## src/rtl/sub_pkg.sv

```systemverilog
// Shared definitions for the subtractor family: FSM encoding and default operand width.
package sub_pkg;

   typedef enum logic [1:0] {
      StIdle = 2'd0,
      StRun  = 2'd1,
      StDone = 2'd2
   } sub_state_e;

   localparam int unsigned DefaultWidth = 8;

endpackage

```

## src/rtl/full_subtractor.sv

```systemverilog
// Single-bit full subtractor cell: d = x - y - bi, bo = borrow out.
module full_subtractor (
   input  logic x,
   input  logic y,
   input  logic bi,
   output logic d,
   output logic bo
);

   assign d  = x ^ y ^ bi;
   assign bo = (~x & y) | (~(x ^ y) & bi);

endmodule

```

## src/rtl/serial_subtractor.sv

```systemverilog
// Bit-serial WIDTH-bit subtractor, LSB first, one bit per clock, start/busy/done handshake.
module serial_subtractor
   import sub_pkg::*;
#(
   parameter int unsigned WIDTH = DefaultWidth
) (
   input  logic             clk,
   input  logic             rst_n,
   input  logic             start,
   input  logic [WIDTH-1:0] a,
   input  logic [WIDTH-1:0] b,
   input  logic             bin,
   output logic             busy,
   output logic             done,
   output logic [WIDTH-1:0] diff,
   output logic             bout
);

   localparam int unsigned     CntW    = $clog2(WIDTH + 1);
   localparam logic [CntW-1:0] LastCnt = CntW'(WIDTH - 1);

   sub_state_e       state_q, state_d;
   logic [CntW-1:0]  cnt_q, cnt_d;
   logic [WIDTH-1:0] a_q, a_d;
   logic [WIDTH-1:0] b_q, b_d;
   logic [WIDTH-1:0] part_q, part_d;
   logic [WIDTH-1:0] diff_q, diff_d;
   logic             br_q, br_d;
   logic             bout_q, bout_d;
   logic             d_bit, bo_bit;

   full_subtractor u_cell (
      .x  (a_q[0]),
      .y  (b_q[0]),
      .bi (br_q),
      .d  (d_bit),
      .bo (bo_bit)
   );

   always_comb begin
      state_d = state_q;
      cnt_d   = cnt_q;
      a_d     = a_q;
      b_d     = b_q;
      br_d    = br_q;
      part_d  = part_q;
      diff_d  = diff_q;
      bout_d  = bout_q;
      unique case (state_q)
         StIdle: begin
            if (start) begin
               a_d     = a;
               b_d     = b;
               br_d    = bin;
               cnt_d   = '0;
               part_d  = '0;
               state_d = StRun;
            end
         end
         StRun: begin
            a_d    = a_q >> 1;
            b_d    = b_q >> 1;
            br_d   = bo_bit;
            // New difference bit enters at the MSB so the LSB ends up at bit 0 after WIDTH shifts.
            part_d = part_q >> 1;
            part_d[WIDTH-1] = d_bit;
            cnt_d  = cnt_q + 1'b1;
            if (cnt_q == LastCnt) begin
               diff_d  = part_d;
               bout_d  = bo_bit;
               state_d = StDone;
            end
         end
         StDone:  state_d = StIdle;
         default: state_d = StIdle;
      endcase
   end

   always_ff @(posedge clk or negedge rst_n) begin
      if (!rst_n) begin
         state_q <= StIdle;
         cnt_q   <= '0;
         a_q     <= '0;
         b_q     <= '0;
         br_q    <= 1'b0;
         part_q  <= '0;
         diff_q  <= '0;
         bout_q  <= 1'b0;
      end else begin
         state_q <= state_d;
         cnt_q   <= cnt_d;
         a_q     <= a_d;
         b_q     <= b_d;
         br_q    <= br_d;
         part_q  <= part_d;
         diff_q  <= diff_d;
         bout_q  <= bout_d;
      end
   end

   assign busy = (state_q == StRun);
   assign done = (state_q == StDone);
   assign diff = diff_q;
   assign bout = bout_q;

endmodule

```

## config.mk

```make
export PLATFORM = sky130hd
export DESIGN_NAME = serial_subtractor
export DESIGN_NICKNAME = d
export VERILOG_FILES = /design/src/rtl/sub_pkg.sv /design/src/rtl/full_subtractor.sv /design/src/rtl/serial_subtractor.sv
export SDC_FILE = /design/constraint.sdc
export NUM_CORES = 1
export LEC_CHECK = 0
export CORE_ASPECT_RATIO = 0.6
export CORE_MARGIN = 5
export CORE_UTILIZATION = 40
export CTS_BUF_LIST = sky130_fd_sc_hd__clkbuf_2
export DETAILED_ROUTE_END_ITERATION = 12
export GPL_TIMING_DRIVEN = 0
export PLACE_DENSITY = 0.75
export SETUP_SLACK_MARGIN = 0.3
export SYNTH_ARGS = -nofsm -noshare
export SYNTH_HDL_FRONTEND = slang
export SYNTH_SLANG_ARGS = --single-unit
```

## constraint.sdc

```tcl
create_clock -name clk -period 1.4 [get_ports clk]
set_input_delay 0.14 -clock clk [delete_from_list [all_inputs] [get_ports clk]]
set_output_delay 0.14 -clock clk [all_outputs]
set_load 0.05 [all_outputs]
```

# Yosys cells after proc, flatten, opt, wreduce, memory -nomap -nowiden
# Index checks and enable logic that the tools add are counted.
[totals] input_bits=20 word_cells=39 output_inout_bits=11 reg_bits=40
[classes] bitwise=7 addsub=1 muxes=13 n_eq_ne=5 reduce_logical=5
[ops] operator="$pmux W8 S2" n=3
[ops] operator="$mux W8" n=3
[ops] operator="$pmux W4 S2" n=1
[ops] operator="$reduce_and A2 Y1" n=3
[ops] operator="$add A4 B1 Y4 const B" n=1
[ops] operator="$eq A4 B3 Y1 const B" n=1
[ops] operator="$mux W2" n=2
[ops] operator="$mux W4" n=1
[ops] operator="$pmux W2 S2" n=1
[ops] operator="$and A1 B1 Y1" n=2
[ops] operator="$eq A2 B1 Y1 const B" n=1
[ops] operator="$eq A2 B2 Y1 const B" n=1
[ops] operator="$logic_not A2 Y1" n=1
[ops] operator="$ne A2 B1 Y1 const B" n=1
[ops] operator="$ne A2 B2 Y1 const B" n=1
[ops] operator="$not A1 Y1" n=2
[ops] operator="$pmux W1 S2" n=1
[ops] operator="$reduce_bool A2 Y1" n=1
[ops] operator="$xor A1 B1 Y1" n=2
[ops] operator="$mux W1" n=1
[ops] operator="$or A1 B1 Y1" n=1

# Depth between registers and ports, before layout
# Gate-level depths: netlist of run 1.
[depth] depth_word=5 depth_mapped=6 mapped_depth_nobuf=5

# By module
# A second synthesis of run 1 with hierarchy kept.
[hier_totals] cells_unflattened=158 area_unflattened_um2=1756.7
[modules_own_cells] module="serial_subtractor" seq_area_each_um2=975.9 cells_each=154 area_each_um2=1725.4 instances=1
[modules_own_cells] module="full_subtractor" seq_area_each_um2=0.0 cells_each=4 area_each_um2=31.3 instances=1

# Worst setup path before layout of run 1
# OpenSTA, ideal clock, no wires.
[synth_timing] path_type="reg2out" start="register state_q[0]" end="output done" arrival_time_ns=1.431 stages_incl_launch_ff=4 setup_slack_ns=-0.171 path_cell_list="dfrtp_1 > buf_2 > buf_2 > nor2b_1"
[synth_between] elab_chain_len=1
[synth_rtl] element="start, declared" line="serial_subtractor.sv:22" rtl="sub_state_e state_q, state_d;"
[synth_rtl] element="start signal, assigned" line="serial_subtractor.sv:81" rtl="state_q <= StIdle;"
[synth_rtl] element="start signal, assigned" line="serial_subtractor.sv:90" rtl="state_q <= state_d;"
[synth_rtl] element="$eq A2 B2 Y1" line="serial_subtractor.sv:102" rtl="assign done = (state_q == StDone);"
[synth_rtl] element="end, declared" line="serial_subtractor.sv:14" rtl="output logic done,"
# Every way passes these cells.

# Worst setup path after layout of run 1
# Ends and elaborated chain as after synthesis.

==> flow_metrics.py, run 1 <==
metrics = {
    "global_routing": {
        "grt-ovfl-total": 0,
        "antenna_found_initial": 0,
        "grt_pass1_wl_mm": 6.91,
        "grt_max_degree": 40,
        "grt_usage_pct": 16.8,
        "grt_pass1_vias": 1449,
    },
    "critical_path": {
        "crit_buf_inv": 3,
        "cp_common_cell": "buf_8",
        "crit_arrival_ns": 1.41,
        "crit_slowest_cell": "dfrtp_1",
        "cp.required_ns": 1.26,
        "worstPathMaxFanout": 3,
        "cp_slowest_stage_delay_ns": 0.47,
        "worstRegToRegCells": 4,
        "cp_cell_sequence": "buf_6 > buf_8 > nor2b_4 > buf_8",
        "path_delay_family": "flip-flops",
        "endpoint_kind": "output pin",
        "critical_path_depth": 4,
        "crit_type": "reg2out",
        "start_kind": "register",
    },
    "floorplanning": {
        "rows": 18,
        "start_util_pct": 40.5,
        "ios": 31,
        "dieWidth_microns": 92.5,
        "core_sq_um": 4030,
        "dieArea_sq_um": 5500,
        "die_y_microns": 59.5,
    },
    "layout": {
        "register_area_sq_um": 976,
        "nFillCells": 315,
        "fin_nets": 223,
        "antenna_cells": 0,
        "final_cells": 252,
        "multiInputGateArea_sq_um": 683,
        "drive_above_1_share_pct": 35.6,
        "syn2layout_area_growth_pct": 50.6,
    },
    "clock_network": {
        "clk-insertion-delay-late_ns": 0.41,
        "htreeDepth": 2,
        "clockBufferDepth": 2,
        "cts_tree": "yes",
        "clkTransAtPathRegs_ns": 0.20,
        "cts_root_buffer": "clkbuf_2",
        "clock-sinks": 39,
        "numCtsBuffers": 5,
    },
    "timing": {
        "fin_crit_ns": 1.55,
        "drv_slew": 0,
        "tightest_slew_ns": 0.848,
        "tns_ns": -1.70,
        "max_freq_mhz": 645,
        "rsz0062_at_grt": "true",
        "finalCritPeriodShare_pct": 111,
        "setup_ws_ns": -0.151,
        "fin_worst_skew_ns": 0.0304,
        "slew_headroom_pct": 43.5,
        "final-hold-violation-count": 0,
        "setup_viol": 23,
    },
    "yosys": {
        "synthesis.nets": 161,
        "ys_ff_latch": 39,
        "ys_types": 23,
        "yosysWarningCount": 0,
        "avgSynthCellArea_sq_um": 11.7,
        "synth_area_sq_um": 1630,
        "yosysSeqAreaShare_pct": 59.8,
        "synth_cells": 139,
    },
    "route": {
        "drc": 0,
        "drtIter0Drc": 66,
        "drtPass1Iterations": 4,
        "drtAntennaViolNets": 0,
        "drt_wl_total_mm": 4.30,
        "wl_per_cell_microns": 17.0,
        "vias": 1341,
        "routed_via_density": 5.32,
    },
    "place": {
        "hpwl_mm": 2.61,
        "placed_cells": 219,
        "place_congestion": 0.877,
        "port_buffers": 30,
    },
    "power_and_ir_drop": {
        "cellPowerDensity_nw_per_um2": 2090,
        "ir_drop_uv": 1610,
        "p_leak_nw": 1.12,
    },
    "min_path": {
        "hold_depth": 2,
        "hold_path_class": "in2reg",
    },
    "status": {
        "violations": "setup timing",
        "status": "complete, but fails checks",
    },
    "run": {
        "drv_cap": 0,
    },
}
layout by cell type, fill, tap and decap left out, drive strengths merged, types with 4 or more instances in the layout:
master         instances
clkbuf                 8
mux2                  10
a22o                  11
o21ai                 15
inv                    4
a22oi                 12
buf                   43
a21oi                  5
nand2                 16
nor2b                  4
dfrtp                 39
clkdlybuf4s50         18
registers in the layout, indices dropped and copies added, names as in the netlist:
register  count
a_q           8
bout          1
b_q           8
cnt_q         4
part_q        7
state_q       2
br_q          1
diff          8
synth_stat cells:
library cell	n	area, sq um
buf_4	1	7.51
nand4_1	1	6.26
fa_1	1	20.0
mux2_2	10	113
clkbuf_1	3	11.3
inv_1	4	15.0
nor2_1	2	7.51
buf_2	6	30.0
nor2b_1	4	25.0
o21bai_1	1	7.51
a21oi_1	5	25.0
o21ai_0	15	75.1
ha_1	1	12.5
a211oi_1	1	7.51
nand3_1	1	5.00
nand2_1	16	60.1
a22o_1	11	96.3
and3b_1	2	17.5
nor3b_1	1	7.51
mux2i_1	1	10.0
dfrtp_1	39	976
and2b_1	1	7.51
a22oi_1	12	90.1
final timing paths:
check,start,end,slack (ns)
setup / recovery,state_q[0],done,-0.15
hold / removal,b[7],b_q[7],0.32
setup reg to reg,state_q[0],diff[2],-0.13
hold reg to reg,b_q[5],b_q[5],0.52
max in group asynchronous,rst_n,diff[1],0.49
min in group asynchronous,rst_n,b_q[6],0.34
repair_timing:
item | 4_1_cts | 5_1_grt
endpoints found under the hold margin | 39 | 0
resized for setup | 99 | 14
setup endpoints to repair | 50 | 50
hold buffers | 1 | 0
buffers inserted | 16 | 5
gates cloned | 3 | 0
pin swaps | 2 | 0
routing by layer:
layer	share of wire (%)	track usage [%]	up-vias
met5	0	0	-
met4	1.5	5.29	0
met3	4.1	6.22	7
met2	49	27.5	28
met1	45	21.0	682
li1	-	-	624
metrics by stage:
stage | area (sq um) | hold slack [ns] | setup slack [ns] | utilization, % | power (W)
after detailed placement | 2070 | 0.292 | -0.496 | 51.5 | 0.00398
final | 2460 | 0.320 | -0.151 | 61.0 | 0.00513
after floorplan | 1720 | -0.156 | 0.0233 | - | 0.00335
after CTS | 2380 | 0.331 | -0.130 | 58.9 | 0.00495
after global placement | 2080 | 0.467 | -0.644 | 51.6 | 0.00389
after global routing | 2460 | 0.296 | -0.200 | 61.0 | 0.00544
kinds of logic after synthesis:
family	Yosys count	share of synthesized area (%)
fa+ha+maj	2	1.99
mux	11	7.51
compound gates	45	18.5
flops	39	59.8
buf+inv	14	3.91
simple gates	28	8.35
cell type report:
cell class              count  share of cell area (%)
flip-flops and latches     39                    39.7
multi-input cells          86                    27.8
repair buffers             55                    23.0
plain buffers              10                    4.83
well taps                  50                    2.54
clock buffers               6                    1.22
inverters                   4                   0.611
clock inverters             2                   0.305
power breakdown:
group,internal [W],switching [W],leakage (nW)
Sequential,0.00157,0.000339,0.502
Combinational,0.00146,0.00128,0.592
Clock,0.000120,0.000363,0.0281
No activity file was read; power rests on OpenSTA's default activity.
==> run 2, diff against run 1 <==
--- a/config.mk
+++ b/config.mk
@@ -13,6 +13,7 @@
 export GPL_TIMING_DRIVEN = 0
 export PLACE_DENSITY = 0.75
 export SETUP_SLACK_MARGIN = 0.3
+export SLEW_MARGIN = 20
 export SYNTH_ARGS = -nofsm -noshare
 export SYNTH_HDL_FRONTEND = slang
 export SYNTH_SLANG_ARGS = --single-unit
==> run 2 against run 1 <==
Net effect: the flow still finishes with violations (setup timing); largest power group unchanged; die area did not move; design area fell by 0.20%; register-to-register slack improved by 0.02 ns; utilization fell by 0.12 points; sequential power barely moved; clock-buffer cell count fell by 1.
==> flow_metrics.py, run 2 (synthesis results as in run 1) <==
metrics = {
    "timing": {
        "setup_ws_ns": -0.122,
        "slew_headroom_pct": 70.2,
        "setup_viol": 17,
        "max_freq_mhz": 657,
        "fin_crit_ns": 1.52,
        "finalCritPeriodShare_pct": 109,
        "rsz0062_at_grt": "true",
        "final-hold-violation-count": 0,
        "fin_worst_skew_ns": 0.0168,
        "tightest_slew_ns": 0.446,
        "drv_slew": 0,
    },
    "status": {
        "violations": "setup timing",
        "status": "complete, but fails checks",
    },
    "run": {
        "drv_cap": 0,
    },
    "global_routing": {
        "antenna_found_initial": 0,
        "grt_pass1_wl_mm": 7.09,
        "grt_pass1_vias": 1435,
        "grt-ovfl-total": 0,
        "grt_usage_pct": 17.1,
        "grt_max_degree": 24,
    },
    "layout": {
        "layout_common_cells": "dfrtp_1 (39), clkdlybuf4s50_1 (18), buf_6 (17)",
        "fin_nets": 221,
        "syn2layout_area_growth_pct": 50.3,
        "drive_above_1_share_pct": 36.5,
        "antenna_cells": 0,
        "final_cell_area_sq_um": 2450,
        "final_common_cell": "dfrtp_1",
        "final_cells": 250,
    },
    "critical_path": {
        "path_delay_family": "flip-flops",
        "crit_buf_inv": 2,
        "worstPathMaxFanout": 3,
        "crit_arrival_ns": 1.38,
        "start_kind": "register",
        "crit_slowest_cell": "dfrtp_1",
        "crit_type": "reg2out",
        "cp.required_ns": 1.26,
        "cp_slowest_stage_delay_ns": 0.47,
        "cp_common_cell": "buf_8",
        "cp_cell_sequence": "and2b_2 > buf_8 > buf_8",
        "endpoint_kind": "output pin",
    },
    "clock_network": {
        "clkTransAtPathRegs_ns": 0.21,
        "numCtsBuffers": 5,
        "clockBufferDepth": 2,
        "clock-sinks": 39,
        "clk-insertion-delay-late_ns": 0.41,
        "htreeDepth": 2,
        "cts_tree": "yes",
        "cts_root_buffer": "clkbuf_2",
    },
    "floorplanning": {
        "dieWidth_microns": 92.5,
        "core_sq_um": 4030,
        "start_util_pct": 40.5,
        "ios": 31,
        "rows": 18,
        "dieArea_sq_um": 5500,
        "die_y_microns": 59.5,
    },
    "route": {
        "wl_per_cell_microns": 16.9,
        "routed_via_density": 5.29,
        "drc": 0,
        "drtAntennaViolNets": 0,
        "vias": 1322,
        "drt_wl_total_mm": 4.22,
        "drtPass1Iterations": 4,
        "drtIter0Drc": 75,
    },
    "place": {
        "place_ws_ns": -0.498,
        "placed_cells": 220,
        "port_buffers": 30,
        "hpwl_mm": 2.73,
        "place_congestion": 0.877,
        "post_dp_cell_area_sq_um": 2100,
    },
    "min_path": {
        "hold_path_class": "in2async",
    },
    "power_and_ir_drop": {
        "ir_drop_uv": 1420,
        "cellPowerDensity_nw_per_um2": 2080,
        "p_leak_nw": 1.12,
    },
}
-- run 2: cell count changes in the layout (fill, tap and decap cells not counted), moves of 2 or more --
cell,before,now
buf_4,14,16
nand2_1,15,13
nand2_2,1,3
buf_6,23,17
o21ai_0,2,0
-- run 2: power by group --
part | internal (W) | switching (W) | leakage, nW
clock network | 0.000120 | 0.000392 | 0.0266
registers | 0.00157 | 0.000334 | 0.502
logic | 0.00141 | 0.00127 | 0.589
total | 0.00309 | 0.00200 | 1.12
-- run 2: cell type report --
type	count	area, sq um
buffer	10	123
clock buffer	5	25.0
clock inverter	3	20.0
fill	308	1580
inverter	4	15.0
multi-input combinational	86	678
sequential	39	976
tap	50	62.6
timing repair buffer	53	554
-- run 2: layer usage --
metal | track usage (%) | part of all wire (%)
met5 | 0 | 0
met4 | 5.71 | 1.3
met3 | 4.70 | 3.7
met2 | 27.6 | 49
met1 | 22.6 | 47
-- run 2: final timing paths --
kind	from	to	slack, ns	cells after the start
worst min register to register	a_q[3]	a_q[3]	0.53	2
worst max-delay path	state_q[0]	busy	-0.12	3
worst min-delay path	rst_n	b_q[6]	0.17	2
max in group asynchronous	rst_n	diff[0]	0.76	3
worst max register to register	state_q[1]	diff[4]	-0.11	4
min in group clk	a[7]	a_q[7]	0.32	2
-- run 2: through the flow --
| step | utilization [%] | hold WS (ns) | setup TNS [ns] | total power (W) |
|---|---|---|---|---|
| 6_report | 60.9 | 0.170 | -1.23 | 0.00509 |
| 5_1_grt | 60.9 | 0.193 | -2.38 | 0.00539 |
| 4_1_cts | 60.0 | 0.160 | -1.05 | 0.00502 |
| 3_5_place_dp | 52.1 | 0.106 | -3.67 | 0.00400 |
| 3_3_place_gp | 51.6 | 0.467 | -28.05 | 0.00389 |
| 2_1_floorplan | - | -0.156 | 0 | 0.00335 |
-- run 2: repair_timing --
action                                  in CTS  in global routing
cloned                                       3                  0
hold endpoints to repair                    39                  0
endpoints found under the setup margin      50                 50
hold buffers                                 1                  0
setup buffers                               15                  3
gates resized for setup                    107                  6
